==> src/rtl/psram_arbiter_if.sv <==
// rtl/psram_arbiter_if.sv - requester and psram controller signals shared by the arbiter
interface psram_arbiter_if;
  logic        i_a_req;
  logic        i_a_we;
  logic [23:0] i_a_addr;
  logic [15:0] i_a_din;
  logic        o_a_ack;
  logic        o_a_done;
  logic [15:0] o_a_dout;
  logic        o_a_err;
  logic        i_b_req;
  logic        i_b_we;
  logic [23:0] i_b_addr;
  logic [15:0] i_b_din;
  logic        o_b_ack;
  logic        o_b_done;
  logic [15:0] o_b_dout;
  logic        o_b_err;
  logic        o_stb;
  logic        o_we;
  logic [23:0] o_addr;
  logic [15:0] o_din;
  logic        i_busy;
  logic        i_done;
  logic [15:0] i_dout;
  logic [1:0]  o_state;
  logic        o_owner;

  modport slave (
    input  i_a_req, i_a_we, i_a_addr, i_a_din,
    input  i_b_req, i_b_we, i_b_addr, i_b_din,
    input  i_busy, i_done, i_dout,
    output o_a_ack, o_a_done, o_a_dout, o_a_err,
    output o_b_ack, o_b_done, o_b_dout, o_b_err,
    output o_stb, o_we, o_addr, o_din, o_state, o_owner
  );

  modport master (
    output i_a_req, i_a_we, i_a_addr, i_a_din,
    output i_b_req, i_b_we, i_b_addr, i_b_din,
    output i_busy, i_done, i_dout,
    input  o_a_ack, o_a_done, o_a_dout, o_a_err,
    input  o_b_ack, o_b_done, o_b_dout, o_b_err,
    input  o_stb, o_we, o_addr, o_din, o_state, o_owner
  );
endinterface

==> src/rtl/psram_arbiter.sv <==
// rtl/psram_arbiter.sv - two-port priority arbiter for the psram controller command port
module psram_arbiter #(
  parameter int STARVE_LIMIT   = 4,
  parameter int TIMEOUT_CYCLES = 255
) (
  input  logic           i_clk,
  input  logic           i_rstn,
  psram_arbiter_if.slave bus
);
  localparam int SW = $clog2(STARVE_LIMIT + 1);
  localparam int TW = $clog2(TIMEOUT_CYCLES + 1);

  typedef enum logic [1:0] {S_IDLE = 2'd0, S_ISSUE = 2'd1, S_WAIT = 2'd2} state_t;

  state_t        r_state, w_next;
  logic [SW-1:0] r_streak;
  logic [TW-1:0] r_tcnt;
  logic          r_rd;
  logic          r_stb, r_we, r_owner;
  logic [23:0]   r_addr;
  logic [15:0]   r_din, r_a_dout, r_b_dout;
  logic          r_a_ack, r_b_ack, r_a_done, r_b_done, r_a_err, r_b_err;
  logic          w_grant_a, w_grant_b, w_issued, w_complete, w_timeout;
  logic          w_streak_hit, w_tcnt_last;

  assign w_streak_hit = (r_streak >= SW'(STARVE_LIMIT));
  assign w_tcnt_last  = (r_tcnt == TW'(TIMEOUT_CYCLES - 1));

  always_ff @(posedge i_clk or negedge i_rstn) begin
    if (!i_rstn) r_state <= S_IDLE;
    else         r_state <= w_next;
  end

  always_comb begin
    w_next     = r_state;
    w_grant_a  = 1'b0;
    w_grant_b  = 1'b0;
    w_issued   = 1'b0;
    w_complete = 1'b0;
    w_timeout  = 1'b0;
    case (r_state)
      S_IDLE: begin
        if (!bus.i_busy) begin
          if (bus.i_a_req && !(bus.i_b_req && w_streak_hit)) w_grant_a = 1'b1;
          else if (bus.i_b_req)                               w_grant_b = 1'b1;
          if (w_grant_a || w_grant_b) w_next = S_ISSUE;
        end
      end
      // Abort wins over a late busy; a done that lands on the last cycle still completes.
      S_ISSUE: begin
        if (w_tcnt_last) begin
          w_timeout = 1'b1;
          w_next    = S_IDLE;
        end else if (bus.i_busy) begin
          w_issued = 1'b1;
          w_next   = S_WAIT;
        end
      end
      S_WAIT: begin
        if (bus.i_done) begin
          w_complete = 1'b1;
          w_next     = S_IDLE;
        end else if (w_tcnt_last) begin
          w_timeout = 1'b1;
          w_next    = S_IDLE;
        end
      end
      default: w_next = S_IDLE;
    endcase
  end

  always_ff @(posedge i_clk or negedge i_rstn) begin
    if (!i_rstn) begin
      r_streak <= '0;
      r_tcnt   <= '0;
      r_rd     <= 1'b0;
      r_stb    <= 1'b0;
      r_we     <= 1'b0;
      r_owner  <= 1'b0;
      r_addr   <= '0;
      r_din    <= '0;
      r_a_dout <= '0;
      r_b_dout <= '0;
      r_a_ack  <= 1'b0;
      r_b_ack  <= 1'b0;
      r_a_done <= 1'b0;
      r_b_done <= 1'b0;
      r_a_err  <= 1'b0;
      r_b_err  <= 1'b0;
    end else begin
      r_a_ack  <= 1'b0;
      r_b_ack  <= 1'b0;
      r_a_done <= 1'b0;
      r_b_done <= 1'b0;
      r_a_err  <= 1'b0;
      r_b_err  <= 1'b0;
      if (r_state != S_IDLE) r_tcnt <= r_tcnt + 1'b1;
      if (r_state == S_IDLE) begin
        if (w_grant_b || !bus.i_b_req) r_streak <= '0;
        else if (w_grant_a && !w_streak_hit) r_streak <= r_streak + 1'b1;
      end
      if (w_grant_a || w_grant_b) begin
        r_we    <= w_grant_b ? bus.i_b_we   : bus.i_a_we;
        r_addr  <= w_grant_b ? bus.i_b_addr : bus.i_a_addr;
        r_din   <= w_grant_b ? bus.i_b_din  : bus.i_a_din;
        r_rd    <= w_grant_b ? !bus.i_b_we  : !bus.i_a_we;
        r_stb   <= 1'b1;
        r_owner <= w_grant_b;
        r_tcnt  <= '0;
        r_a_ack <= w_grant_a;
        r_b_ack <= w_grant_b;
      end
      if (w_issued) begin
        r_stb <= 1'b0;
        r_we  <= 1'b0;
      end
      if (w_complete) begin
        if (r_owner) begin
          r_b_done <= 1'b1;
          if (r_rd) r_b_dout <= bus.i_dout;
        end else begin
          r_a_done <= 1'b1;
          if (r_rd) r_a_dout <= bus.i_dout;
        end
      end
      if (w_timeout) begin
        r_stb   <= 1'b0;
        r_a_err <= !r_owner;
        r_b_err <= r_owner;
      end
    end
  end

  assign bus.o_state  = r_state;
  assign bus.o_owner  = r_owner;
  assign bus.o_stb    = r_stb;
  assign bus.o_we     = r_we;
  assign bus.o_addr   = r_addr;
  assign bus.o_din    = r_din;
  assign bus.o_a_ack  = r_a_ack;
  assign bus.o_b_ack  = r_b_ack;
  assign bus.o_a_done = r_a_done;
  assign bus.o_b_done = r_b_done;
  assign bus.o_a_dout = r_a_dout;
  assign bus.o_b_dout = r_b_dout;
  assign bus.o_a_err  = r_a_err;
  assign bus.o_b_err  = r_b_err;
endmodule

==> src/flat_wrapper.sv <==
// flat-port wrapper written by rule: the top's interface ports become plain ports
module psram_arbiter_flat 
#(
  parameter int STARVE_LIMIT   = 4,
  parameter int TIMEOUT_CYCLES = 255
)
  (i_clk, i_rstn, bus_i_a_req, bus_i_a_we, bus_i_a_addr, bus_i_a_din, bus_i_b_req, bus_i_b_we, bus_i_b_addr, bus_i_b_din, bus_i_busy, bus_i_done, bus_i_dout, bus_o_a_ack, bus_o_a_done, bus_o_a_dout, bus_o_a_err, bus_o_b_ack, bus_o_b_done, bus_o_b_dout, bus_o_b_err, bus_o_stb, bus_o_we, bus_o_addr, bus_o_din, bus_o_state, bus_o_owner);
  psram_arbiter_if bus_i ();
  input  logic i_clk;
  input  logic i_rstn;
  input wire logic [$bits(bus_i.i_a_req)-1:0] bus_i_a_req;
  input wire logic [$bits(bus_i.i_a_we)-1:0] bus_i_a_we;
  input wire logic [$bits(bus_i.i_a_addr)-1:0] bus_i_a_addr;
  input wire logic [$bits(bus_i.i_a_din)-1:0] bus_i_a_din;
  input wire logic [$bits(bus_i.i_b_req)-1:0] bus_i_b_req;
  input wire logic [$bits(bus_i.i_b_we)-1:0] bus_i_b_we;
  input wire logic [$bits(bus_i.i_b_addr)-1:0] bus_i_b_addr;
  input wire logic [$bits(bus_i.i_b_din)-1:0] bus_i_b_din;
  input wire logic [$bits(bus_i.i_busy)-1:0] bus_i_busy;
  input wire logic [$bits(bus_i.i_done)-1:0] bus_i_done;
  input wire logic [$bits(bus_i.i_dout)-1:0] bus_i_dout;
  output wire logic [$bits(bus_i.o_a_ack)-1:0] bus_o_a_ack;
  output wire logic [$bits(bus_i.o_a_done)-1:0] bus_o_a_done;
  output wire logic [$bits(bus_i.o_a_dout)-1:0] bus_o_a_dout;
  output wire logic [$bits(bus_i.o_a_err)-1:0] bus_o_a_err;
  output wire logic [$bits(bus_i.o_b_ack)-1:0] bus_o_b_ack;
  output wire logic [$bits(bus_i.o_b_done)-1:0] bus_o_b_done;
  output wire logic [$bits(bus_i.o_b_dout)-1:0] bus_o_b_dout;
  output wire logic [$bits(bus_i.o_b_err)-1:0] bus_o_b_err;
  output wire logic [$bits(bus_i.o_stb)-1:0] bus_o_stb;
  output wire logic [$bits(bus_i.o_we)-1:0] bus_o_we;
  output wire logic [$bits(bus_i.o_addr)-1:0] bus_o_addr;
  output wire logic [$bits(bus_i.o_din)-1:0] bus_o_din;
  output wire logic [$bits(bus_i.o_state)-1:0] bus_o_state;
  output wire logic [$bits(bus_i.o_owner)-1:0] bus_o_owner;
  assign bus_i.i_a_req = bus_i_a_req;
  assign bus_i.i_a_we = bus_i_a_we;
  assign bus_i.i_a_addr = bus_i_a_addr;
  assign bus_i.i_a_din = bus_i_a_din;
  assign bus_i.i_b_req = bus_i_b_req;
  assign bus_i.i_b_we = bus_i_b_we;
  assign bus_i.i_b_addr = bus_i_b_addr;
  assign bus_i.i_b_din = bus_i_b_din;
  assign bus_i.i_busy = bus_i_busy;
  assign bus_i.i_done = bus_i_done;
  assign bus_i.i_dout = bus_i_dout;
  assign bus_o_a_ack = bus_i.o_a_ack;
  assign bus_o_a_done = bus_i.o_a_done;
  assign bus_o_a_dout = bus_i.o_a_dout;
  assign bus_o_a_err = bus_i.o_a_err;
  assign bus_o_b_ack = bus_i.o_b_ack;
  assign bus_o_b_done = bus_i.o_b_done;
  assign bus_o_b_dout = bus_i.o_b_dout;
  assign bus_o_b_err = bus_i.o_b_err;
  assign bus_o_stb = bus_i.o_stb;
  assign bus_o_we = bus_i.o_we;
  assign bus_o_addr = bus_i.o_addr;
  assign bus_o_din = bus_i.o_din;
  assign bus_o_state = bus_i.o_state;
  assign bus_o_owner = bus_i.o_owner;
  psram_arbiter #(.STARVE_LIMIT(STARVE_LIMIT), .TIMEOUT_CYCLES(TIMEOUT_CYCLES)) u_core (.i_clk(i_clk), .i_rstn(i_rstn), .bus(bus_i));
endmodule
==> config.mk <==
export PLATFORM = sky130hd
export DESIGN_NAME = psram_arbiter_flat
export DESIGN_NICKNAME = d
export VERILOG_FILES = /design/src/rtl/psram_arbiter_if.sv /design/src/rtl/psram_arbiter.sv /design/src/flat_wrapper.sv
export SDC_FILE = /design/constraint.sdc
export NUM_CORES = 1
export LEC_CHECK = 0
export CAP_MARGIN = 20
export CORE_UTILIZATION = 42
export DETAILED_ROUTE_END_ITERATION = 7
export GPL_ROUTABILITY_DRIVEN = 0
export PLACE_DENSITY = 0.81
export SLEW_MARGIN = 10
export SYNTH_ARGS = -nofsm -noshare
export SYNTH_HDL_FRONTEND = slang
export SYNTH_SLANG_ARGS = --single-unit
export TNS_END_PERCENT = 20
==> constraint.sdc <==
create_clock -name i_clk -period 1.8 [get_ports i_clk]
set_input_delay 0.45 -clock i_clk [delete_from_list [all_inputs] [get_ports i_clk]]
set_output_delay 0.45 -clock i_clk [all_outputs]
set_load 0.02 [all_outputs]
Word-level counts from Yosys, hierarchy flattened
Cells that the tools add are included.
- flip-flop bits (word level): 95
- bits in latches: 0
- RAM bits: 0
- bits in read-only memories: 0
- input port bits: 104
- logic and storage cells: 97
- memories kept: 0
- add/sub/neg operators: 2
- multipliers: 0
- divide/modulo/power cells: 0
- $lt $le $gt $ge: 1
- equality and inequality tests: 7
- shift-type cells: 0
- muxes and demuxes: 47
- bitwise operators: 1
- reduce and logical (&&, ||, !) cells: 22
- operators by type and width (operator ; number):
    1-bit two-way mux ; 33
    24-bit two-way mux ; 1
    16-bit two-way mux ; 1
    8-bit two-way mux ; 2
    2-bit two-way mux ; 6
    8-bit by 1-bit adder with 8-bit output (second input constant) ; 1
    8-bit == test (second input constant) ; 1
    2-bit nonzero test ; 4
    1-bit zero test ; 6
    3-bit two-way mux ; 2
    3-bit by 2-bit != test with 1-bit output (second input constant) ; 2
    2-bit one-hot mux with 3 select lines ; 1
    3-bit AND reduction ; 2
    4-bit AND reduction ; 1
    3-bit by 1-bit adder with 3-bit output (second input constant) ; 1
    3-bit >= comparator (second input constant) ; 1
    1-bit logical AND ; 3
    1-bit logical OR ; 3
    3-bit nonzero test ; 1
    2-bit by 1-bit == test with 1-bit output (second input constant) ; 1
    2-bit == test (second input constant) ; 1
    2-bit zero test ; 1
    2-bit by 1-bit != test with 1-bit output (second input constant) ; 1
    2-bit != test (second input constant) ; 1
    3 further kinds ; 3

Depth between registers and ports, before layout
Gate-level depths: netlist of the first run.
- depth in word-level cells: 13
- depth in mapped cells: 9

Worst setup path after synthesis of the first run
No wires, ideal clock.
- path kind: register to register
- from: register u_core.r_state[0], in the netlist u_core.bus.o_state[0]
- to: register u_core.r_a_dout[10], in the netlist u_core.bus.o_a_dout[10]
- library setup time: 0.125 ns
- arrival time: 1.616 ns
- setup slack: 0.060 ns
- cell stages (with the launch flop): 8
- buffers on the path: 1
- period minus slack after synthesis: 1.740 ns
- cells stage by stage: dfrtp_1 inv_1 ha_1 nand2_1 nor2_2 nand2_2 buf_2 mux2_2
- cells in the longest elaborated chain, start to end: 3
- ends and longest elaborated chain (what ; RTL line ; text):
    start, declared ; psram_arbiter.sv:15 ; state_t r_state, w_next;
    start signal, assigned ; psram_arbiter.sv:31 ; else r_state <= w_next;
    2-bit == test ; psram_arbiter.sv:41 ; case (r_state)
    1-bit two-way mux ; psram_arbiter.sv:41 ;
    3-bit AND reduction (no line) ; - ;
    end signal, assigned ; psram_arbiter.sv:123 ; if (r_rd) r_a_dout <= bus.i_dout;
    end, declared ; psram_arbiter.sv:21 ; logic [15:0] r_din, r_a_dout, r_b_dout;
No other way between the ends.
A chain may end at the register's enable or synchronous reset.

Worst setup path in the final report of the first run
- from: register u_core.r_addr[21], in the netlist u_core.bus.o_addr[21]
- to: output port bus_o_addr[21]
- RTL lines (what ; RTL line ; text):
    start, declared ; psram_arbiter.sv:20 ; logic [23:0] r_addr;
    start signal, assigned ; psram_arbiter.sv:104 ; r_addr <= w_grant_b ? bus.i_b_addr : bus.i_a_addr;
    end, declared ; flat_wrapper.sv:32 ; output wire logic [$bits(bus_i.o_addr)-1:0] bus_o_addr;
No word-level cell between the ends.

==> results.tsv, run 1 <==
metric	value	unit
mapped cell area	4140	um2
crit path DAT	1.31	ns
status	finished, final reports clean	
antenna-violating nets left	0	
PnR Total Power	9770	uW
Slew @ Worst Pin	0.455	ns
most frequent cells after synthesis	dfrtp_1 (95), nand2_1 (86), nor2_1 (48)	
grt total ovfl	0	
ant diodes	0	
via count	3642	
CP max stage delay	0.61	ns
Pwr per Cell Area	1490	nW/um2
max-cap violations	0	
total iterations of the first detailed-routing run	4	
Reg2Reg Setup Slack	0.11	ns
Top Ports	187	
post-route cell area	6570	um2
final WL	11.2	mm
maximum VDD drop	0.000777	V
Post-DP HPWL	8.48	mm
Iter 0 DRT Violations	75	
CTS clk-pin slew, worst paths	0.09	ns
CTS H-tree depth	3	
sequential share of the synthesized area	0.574	
worst endpoint required time	1.35	ns
CTS Buffer Depth	2	
unrepaired setup endpoints after global routing	no	
routed len/inst	15.4	um
Worst Skew	0.00762	ns
row cnt	35	
initial core utilization	0.440	
DRC	0	
root buffer cell	clkbuf_8	
CP Class	flop to primary output	
Die Area	10300	um2
synthesized net count	504	
min Tclk post-route	1.76	ns
Tcrit/Tclk final	0.977	
fmax	0.568	GHz
drt via density	5.02	
Post-synth EDFFs	0	
Cell Chain, Critical Path	clkdlybuf4s50_1	
Setup crit end kind	primary output	
vias in the first global route	3809	
first-pass GRT wire length	17.8	mm
largest net degree at the start of global routing	62	
fraction of layout cells with a size suffix above 1	0.134	
leakage power	0.00345	uW
post-synth top area share	0.574	
Worst path slowest cell	clkdlybuf4s50_1	
library cells used by synthesis	37	
slew margin rel.	0.697	
Ys Warns	0	
top post-synthesis cells by area	dfrtp_1 (57%), mux2_2 (8.2%), nand2_1 (7.8%)	
Synth async-reset ratio	1.00	
most frequent cell after synthesis	dfrtp_1	
# Post-CTS Setup Buffers	0	
synthesized area per cell	10.6	um2
Port-buffer cells	186	
Gate Count Post-Synth	392	
fillers	736	
maximum fanout along the worst path	2	
Hold Crit Class	input port to asynchronous set/reset pin	
crit-path leading delay family	buffers and inverters	
final setup fails	0	
Startpoint Class	flop	
Clock Latency Late Sink	0.35	ns
Layout Nets	703	
Slew Limit Fails	0	
die extent in y	101	um
Seq cells post-synth	95	
top cell type by total area after synthesis	dfrtp_1	
chip width	101	um
Area Growth Syn to Fin	58.5	%
DP Area	6290	um2
Main synth FF type	dfrtp_1	
CTS tree	yes	
Hold Vio Cnt, Final	0	
# clock sinks	95	
initial antenna violation count	0	
WP buf/inv	1	
placeable core area	9420	um2
Num CTS Buffers	9	
all-layer global routing usage	0.224	
post-cts hold buffer count	0	
final cells by class:
class	instances	area, um2	area share
clock buffer	10	138	0.0210
clock inverter	6	91.3	0.0139
inverter	10	37.5	0.00572
multi-input combinational	267	1610	0.245
sequential	95	2380	0.362
tap	129	161	0.0246
timing repair buffer	208	2150	0.328
worst paths after layout:
kind | cells past startpoint | end | start
min | 1 | u_core.bus.o_a_err$_DFF_PN0_ | i_rstn
min reg2reg | 1 | u_core.bus.o_b_dout[13]$_DFFE_PN0P_ | u_core.bus.o_b_dout[13]$_DFFE_PN0P_
max | 1 | bus_o_addr[21] | u_core.bus.o_addr[21]$_DFFE_PN0P_
max in group asynchronous | 2 | u_core.bus.o_a_dout[5]$_DFFE_PN0P_ | i_rstn
min in group i_clk | 1 | u_core.bus.o_b_dout[13]$_DFFE_PN0P_ | u_core.bus.o_b_dout[13]$_DFFE_PN0P_
max reg2reg | 8 | u_core.bus.o_addr[22]$_DFFE_PN0P_ | u_core.bus.o_state[0]$_DFFE_PN0P_
routing by layer:
layer | up-vias | GRT usage | routed length, um
li1 | 1726 | - | -
met3 | 22 | 0.0766 | 933
met4 | 0 | 0.0691 | 227
met5 | - | 0 | 0
met1 | 1756 | 0.253 | 4340
met2 | 138 | 0.399 | 5670
placed cells by master (no fill, tap or decap), types with 4 or more instances in the layout:
master / count
clkdlybuf4s50_1: 111
dfrtp_1: 95
nand2_1: 86
nor2_1: 48
a31oi_1: 40
dlygate4sd2_1: 39
dlymetal6s2s_1: 35
mux2_2: 30
buf_4: 16
clkbuf_8: 10
inv_1: 9
ha_1: 7
buf_12: 7
o22ai_1: 5
o21ai_0: 4
mux2_1: 4
state kept, by name (all words and copies together), names as in the netlist, 2 cells and up:
name	count
u_core.bus.o_addr	24
u_core.r_streak	3
u_core.r_tcnt	8
u_core.bus.o_a_dout	16
u_core.bus.o_din	16
u_core.bus.o_state	2
u_core.bus.o_b_dout	16
power by group:
group	internal, uW	switching [uW]	leakage [uW]	total [uW]
Sequential	3060	538	0.00120	3590
Clock	828	748	0.000117	1580
Combinational	2170	2430	0.00214	4600
through the flow:
step / cells / hold slack [ns] / TNS (ns) / setup slack, ns / util
6_report: 725 / 0.0461 / 0 / 0.0407 / 0.697
5_1_grt: 725 / 0.0577 / 0 / 0.00551 / 0.697
4_1_cts: 725 / 0.0403 / 0 / 0.0000900 / 0.687
3_5_place_dp: 709 / 0.431 / -3.48 / -0.141 / 0.668
3_3_place_gp: 709 / 0.423 / -1.06 / -0.0873 / 0.668
2_1_floorplan: 392 / 0.154 / 0 / 0.0598 / -
timing repair:
item                       4_1_cts  5_1_grt
setup endpoints to repair       64       68
pin swaps                        0        0
gates resized for setup         40       36
cells by family (layout without fill, tap and decap cells):
| logic type | count (synthesis) | after routing | synth area share |
|---|---|---|---|
| compound gates | 57 | 57 | 0.0855 |
| xor+xnor | 3 | 3 | 0.00635 |
| fa+ha+maj | 8 | 8 | 0.0242 |
| buf+inv | 30 | 234 | 0.0402 |
| flops | 95 | 95 | 0.574 |
| mux | 37 | 37 | 0.0997 |
| simple gates | 162 | 162 | 0.170 |
(Power assumes the default switching activity.)
==> run 2, diff against run 1 <==
CORE_UTILIZATION = 38   (was 42)
PLACE_DENSITY = 0.77   (was 0.81)
clock period = 1.6 ns   (was 1.8 ns; I/O delays follow)
==> results.tsv, run 2 (same netlist as run 1, synthesis figures left out) <==
metric	value	unit	change
status	complete, but fails checks		
violated checks	setup timing		
CP Class	flop to flop		
initial antenna violation count	0		unchanged
CTS H-tree depth	3		unchanged
max reg flops	24		unchanged
Tcrit/Tclk final	1.02		
crit path DAT	1.88	ns	+0.57 ns
CTS tree	yes		
Setup crit end kind	flop		
Cell Chain, Critical Path	buf_4 > ha_2 > and3_4 > nand2_4 > clkbuf_16 > mux2_2		
Clock Latency Late Sink	0.36	ns	about the same
Slew Limit Fails	0		unchanged
Num CTS Buffers	9		unchanged
largest net degree at the start of global routing	72		+16%
first-pass GRT wire length	17.7	mm	-0.58%
total iterations of the first detailed-routing run	4		unchanged
final WL	12.5	mm	+12%
# clock sinks	95		unchanged
Worst path slowest cell	dfrtp_2		
max-cap violations	0		unchanged
drt via density	5.06		+0.65%
slew margin rel.	0.786		+0.0887
final setup fails	12		+12
maximum fanout along the worst path	8		+6
dpl cells	717		+1.1%
worst endpoint required time	1.85	ns	+0.50 ns
maximum VDD drop	0.000785	V	+0.97%
worst setup margin	-0.0314	ns	-0.0721 ns
Area Growth Syn to Fin	67.9	%	
vias in the first global route	3691		-3.1%
initial core utilization	0.396		-0.0440
crit-path leading delay family	flip-flops		
unrepaired setup endpoints after global routing	yes		
Top Ports	187		unchanged
row cnt	37		+5.7%
Worst R2R Start	u_core.bus.o_state[1]$_DFFE_PN0P_		
Port-buffer cells	186		unchanged
Hold Vio Cnt, Final	0		unchanged
Post-DP HPWL	8.08	mm	-4.7%
ant diodes	0		unchanged
antenna-violating nets left	0		unchanged
Iter 0 DRT Violations	128		+71%
min Tclk post-route	1.63	ns	
DRC	0		unchanged
fraction of layout cells with a size suffix above 1	0.223		+0.0884
Worst Skew	0.00894	ns	+0.00132 ns
WP buf/inv	2		+1
Layout Nets	718		+2.1%
CTS clk-pin slew, worst paths	0.09	ns	about the same
grt total ovfl	0		unchanged
Die Area	11300	um2	+10%
routed len/inst	16.7	um	+8.6%
setup_tns	-0.225	ns	-0.225 ns
root buffer cell	clkbuf_8		
most common cell after layout, fill and taps aside	clkdlybuf4s50_1		
CTS Buffer Depth	2		unchanged
via count	3777		+3.7%
Startpoint Class	flop		
Layout Cells excl Fill	747		+3.0%
placeable core area	10500	um2	+11%
most frequent cells in the layout	clkdlybuf4s50_1 (102), dfrtp_1 (93), dlygate4sd2_1 (82), nand2_1 (81), a31oi_1 (35)		
die extent in y	106	um	+5.0%
CP max stage delay	0.45	ns	-0.16 ns
Worst setup startpoint	u_core.bus.o_state[1]$_DFFE_PN0P_		
Slew @ Worst Pin	0.322	ns	-0.133 ns
Hold Crit Class	input port to asynchronous set/reset pin		
all-layer global routing usage	0.200		-0.0243
chip width	106	um	+5.0%
fmax	0.613	GHz	
Pwr per Cell Area	1630	nW/um2	+9.5%
leakage power	0.00330	uW	-4.3%
==> run 2: path summary, 6_finish.rpt <==
check / slack (ns) / end / cells past startpoint
max: -0.03 / u_core.bus.o_b_dout[10]$_DFFE_PN0P_ / 6
min: 0.47 / u_core.bus.o_b_ack$_DFF_PN0_ / 2
max reg2reg: -0.03 / u_core.bus.o_b_dout[10]$_DFFE_PN0P_ / 6
min reg2reg: 0.50 / u_core.bus.o_b_dout[15]$_DFFE_PN0P_ / 1
max in group asynchronous: 0.61 / u_core.bus.o_b_dout[7]$_DFFE_PN0P_ / 3
min in group i_clk: 0.50 / u_core.bus.o_b_dout[15]$_DFFE_PN0P_ / 1
==> run 2: power breakdown <==
part	switching [uW]	internal [uW]	total, uW
sequential	593	3440	4030
combinational	2870	2460	5330
clock	873	1090	1970
==> run 2: final cells by class <==
| cell class | instances | area, um2 |
|---|---|---|
| fillers | 850 | 3510 |
| flip-flops and latches | 95 | 2380 |
| repair buffers | 223 | 2270 |
| multi-input cells | 267 | 1820 |
| well taps | 136 | 170 |
| clock buffers | 10 | 138 |
| clock inverters | 6 | 115 |
| inverters | 10 | 55.1 |
==> run 2: what timing repair did <==
item | 4_1_cts | 5_1_grt
hold endpoints to repair | 19 | 0
endpoints found under the setup margin | 112 | 57
gates cloned | 0 | 9
hold buffers | 1 | 0
setup buffers | 0 | 4
pin swaps | 1 | 9
resized for setup | 89 | 59
==> run 2: worst register-to-register path, cell delays in order (launching register included) <==
cell	delay [ns]
dfrtp_2	0.45
buf_4	0.15
ha_2	0.18
and3_4	0.16
nand2_4	0.10
clkbuf_16	0.16
mux2_2	0.33
==> run 2: routing by layer <==
metal | global-route usage | vias to the layer above | share of wire
met4 | 0.0883 | 0 | 0.021
met2 | 0.344 | 163 | 0.51
li1 | - | 1762 | -
met5 | 0 | - | 0
met3 | 0.0490 | 23 | 0.069
met1 | 0.235 | 1829 | 0.40
==> run 2: per-stage QoR <==
stage          total power, uW  hold slack [ns]  cell area (um2)  utilization  setup slack (ns)
6_report                 11300            0.465             6950        0.665           -0.0314
5_1_grt                  12000            0.477             6950        0.665           -0.0671
4_1_cts                  10900            0.456             6480        0.620           -0.0274
3_5_place_dp              9640            0.318             6300        0.603            -0.227
3_3_place_gp              9470            0.314             6300        0.603            -0.175
2_1_floorplan             6790            0.104             4150            -          0.000531
==> run 3, diff against run 2 <==
MAX_ROUTING_LAYER = met4   (was default)
==> results.tsv, run 3 (same netlist as run 1, synthesis figures left out) <==
metric	value	unit	change
CP max stage delay	0.44	ns	about the same
grt total ovfl	0		unchanged
Num CTS Buffers	9		unchanged
Hold Crit Class	input port to asynchronous set/reset pin		
CTS Buffer Depth	2		unchanged
Port-buffer cells	186		unchanged
setup_tns	-0.0149	ns	+0.210 ns
Slew @ Worst Pin	0.318	ns	-0.00387 ns
Worst Skew	0.00759	ns	-0.00135 ns
worst endpoint required time	1.85	ns	about the same
Slew Limit Fails	0		unchanged
placeable core area	10500	um2	unchanged
leakage power	0.00329	uW	-0.36%
initial core utilization	0.396		unchanged
die extent in y	106	um	unchanged
Pwr per Cell Area	1630	nW/um2	+0.30%
most common cell after layout, fill and taps aside	clkdlybuf4s50_1		
maximum fanout along the worst path	18		+10
chip width	106	um	unchanged
Iter 0 DRT Violations	146		+14%
Setup crit end kind	flop		
row cnt	37		unchanged
Hold Vio Cnt, Final	0		unchanged
Startpoint Class	flop		
routed len/inst	16.4	um	-2.0%
Post-DP HPWL	8.08	mm	unchanged
most frequent cells in the layout	clkdlybuf4s50_1 (102), dfrtp_1 (93), nand2_1 (84), dlygate4sd2_1 (82), nor2_1 (42)		
drt via density	5.01		-0.90%
final setup fails	3		-9
Layout Nets	718		unchanged
Worst path slowest cell	dfrtp_2		
first-pass GRT wire length	17.7	mm	about the same
CTS tree	yes		
WP buf/inv	3		+1
violated checks	setup timing		
root buffer cell	clkbuf_8		
Clock Latency Late Sink	0.36	ns	about the same
vias in the first global route	3692		+0.027%
all-layer global routing usage	0.205		+0.00587
ant diodes	0		unchanged
CP Class	flop to flop		
worst setup margin	-0.0102	ns	+0.0212 ns
unrepaired setup endpoints after global routing	yes		
largest net degree at the start of global routing	72		unchanged
status	complete, but fails checks		
# clock sinks	95		unchanged
DP Area	6300	um2	unchanged
fraction of layout cells with a size suffix above 1	0.185		-0.0376
maximum VDD drop	0.000770	V	-1.9%
DRC	0		unchanged
CTS clk-pin slew, worst paths	0.09	ns	about the same
post-route cell area	6840	um2	-1.6%
max-cap violations	0		unchanged
antenna-violating nets left	0		unchanged
Area Growth Syn to Fin	65.2	%	
fmax	0.621	GHz	+1.3%
PnR Total Power	11200	uW	-1.3%
Cell Chain, Critical Path	inv_4 > ha_4 > nor2b_4 > nand3_4 > buf_12 > clkbuf_16 > nor2_1 > a31oi_1		
slew margin rel.	0.788		+0.00258
max reg flops	24		unchanged
total iterations of the first detailed-routing run	4		unchanged
CTS H-tree depth	3		unchanged
stages on the worst setup path	8		+2
Tcrit/Tclk final	1.01		-0.0132
final WL	12.3	mm	-2.0%
FF-to-FF path depth	8		+2
Top Ports	187		unchanged
Die Area	11300	um2	unchanged
crit path DAT	1.86	ns	-0.02 ns
min Tclk post-route	1.61	ns	-0.0212 ns
crit-path leading delay family	flip-flops		
via count	3743		-0.90%
initial antenna violation count	0		unchanged
run 3: worst paths after layout:
kind,from,end,slack [ns]
worst max-delay path,u_core.bus.o_state[0]$_DFFE_PN0P_,u_core.bus.o_addr[23]$_DFFE_PN0P_,-0.01
worst min-delay path,i_rstn,u_core.bus.o_b_ack$_DFF_PN0_,0.47
worst max register to register,u_core.bus.o_state[0]$_DFFE_PN0P_,u_core.bus.o_addr[23]$_DFFE_PN0P_,-0.01
worst min register to register,u_core.bus.o_b_dout[12]$_DFFE_PN0P_,u_core.bus.o_b_dout[12]$_DFFE_PN0P_,0.49
max in group asynchronous,i_rstn,u_core.bus.o_b_dout[14]$_DFFE_PN0P_,0.60
min in group i_clk,u_core.bus.o_b_dout[12]$_DFFE_PN0P_,u_core.bus.o_b_dout[12]$_DFFE_PN0P_,0.49
run 3: routing by layer:
layer  part of all wire  track usage  up-vias  wire [um]
li1                   -            -     1760          -
met4              0.019       0.0883        0        232
met2               0.51        0.344      155       6230
met5                  0            -        -          0
met1               0.42        0.246     1808       5090
met3              0.057       0.0325       20        704
run 3: worst register-to-register path, cell delays in order (launching register included):
cell and delay (ns):
dfrtp_2 0.44, inv_4 0.09, ha_4 0.14, nor2b_4 0.19
nand3_4 0.13, buf_12 0.17, clkbuf_16 0.18, nor2_1 0.11
a31oi_1 0.05
run 3: layout make-up:
type	count	area (um2)
Fill cell	859	3620
Sequential cell	95	2380
Timing Repair Buffer	223	2280
Multi-Input combinational cell	267	1710
Tap cell	136	170
Clock buffer	10	138
Clock inverter	6	115
Inverter	10	55.1
run 3: per-stage QoR:
stage	setup slack, ns	cells	util	hold WS (ns)
CTS	-0.0274	734	0.620	0.456
global route	-0.0702	747	0.654	0.480
finish	-0.0102	747	0.654	0.466
global placement	-0.175	717	0.603	0.314
detailed placement	-0.227	717	0.603	0.318
floorplan	0.000531	392	-	0.104
run 3: power by group:
part	switching [uW]	internal [uW]	total, uW
combinational	2820	2390	5200
clock	862	1090	1950
sequential	586	3440	4030
total	4260	6920	11200
run 3: repair_timing:
| action | in CTS | in global routing |
|---|---|---|
| endpoints found under the hold margin | 19 | 0 |
| hold buffers | 1 | 0 |
| setup buffers | 0 | 4 |
| pin swaps | 1 | 6 |
| gates cloned | 0 | 9 |
| gates resized for setup | 89 | 31 |
| setup endpoints to repair | 112 | 50 |
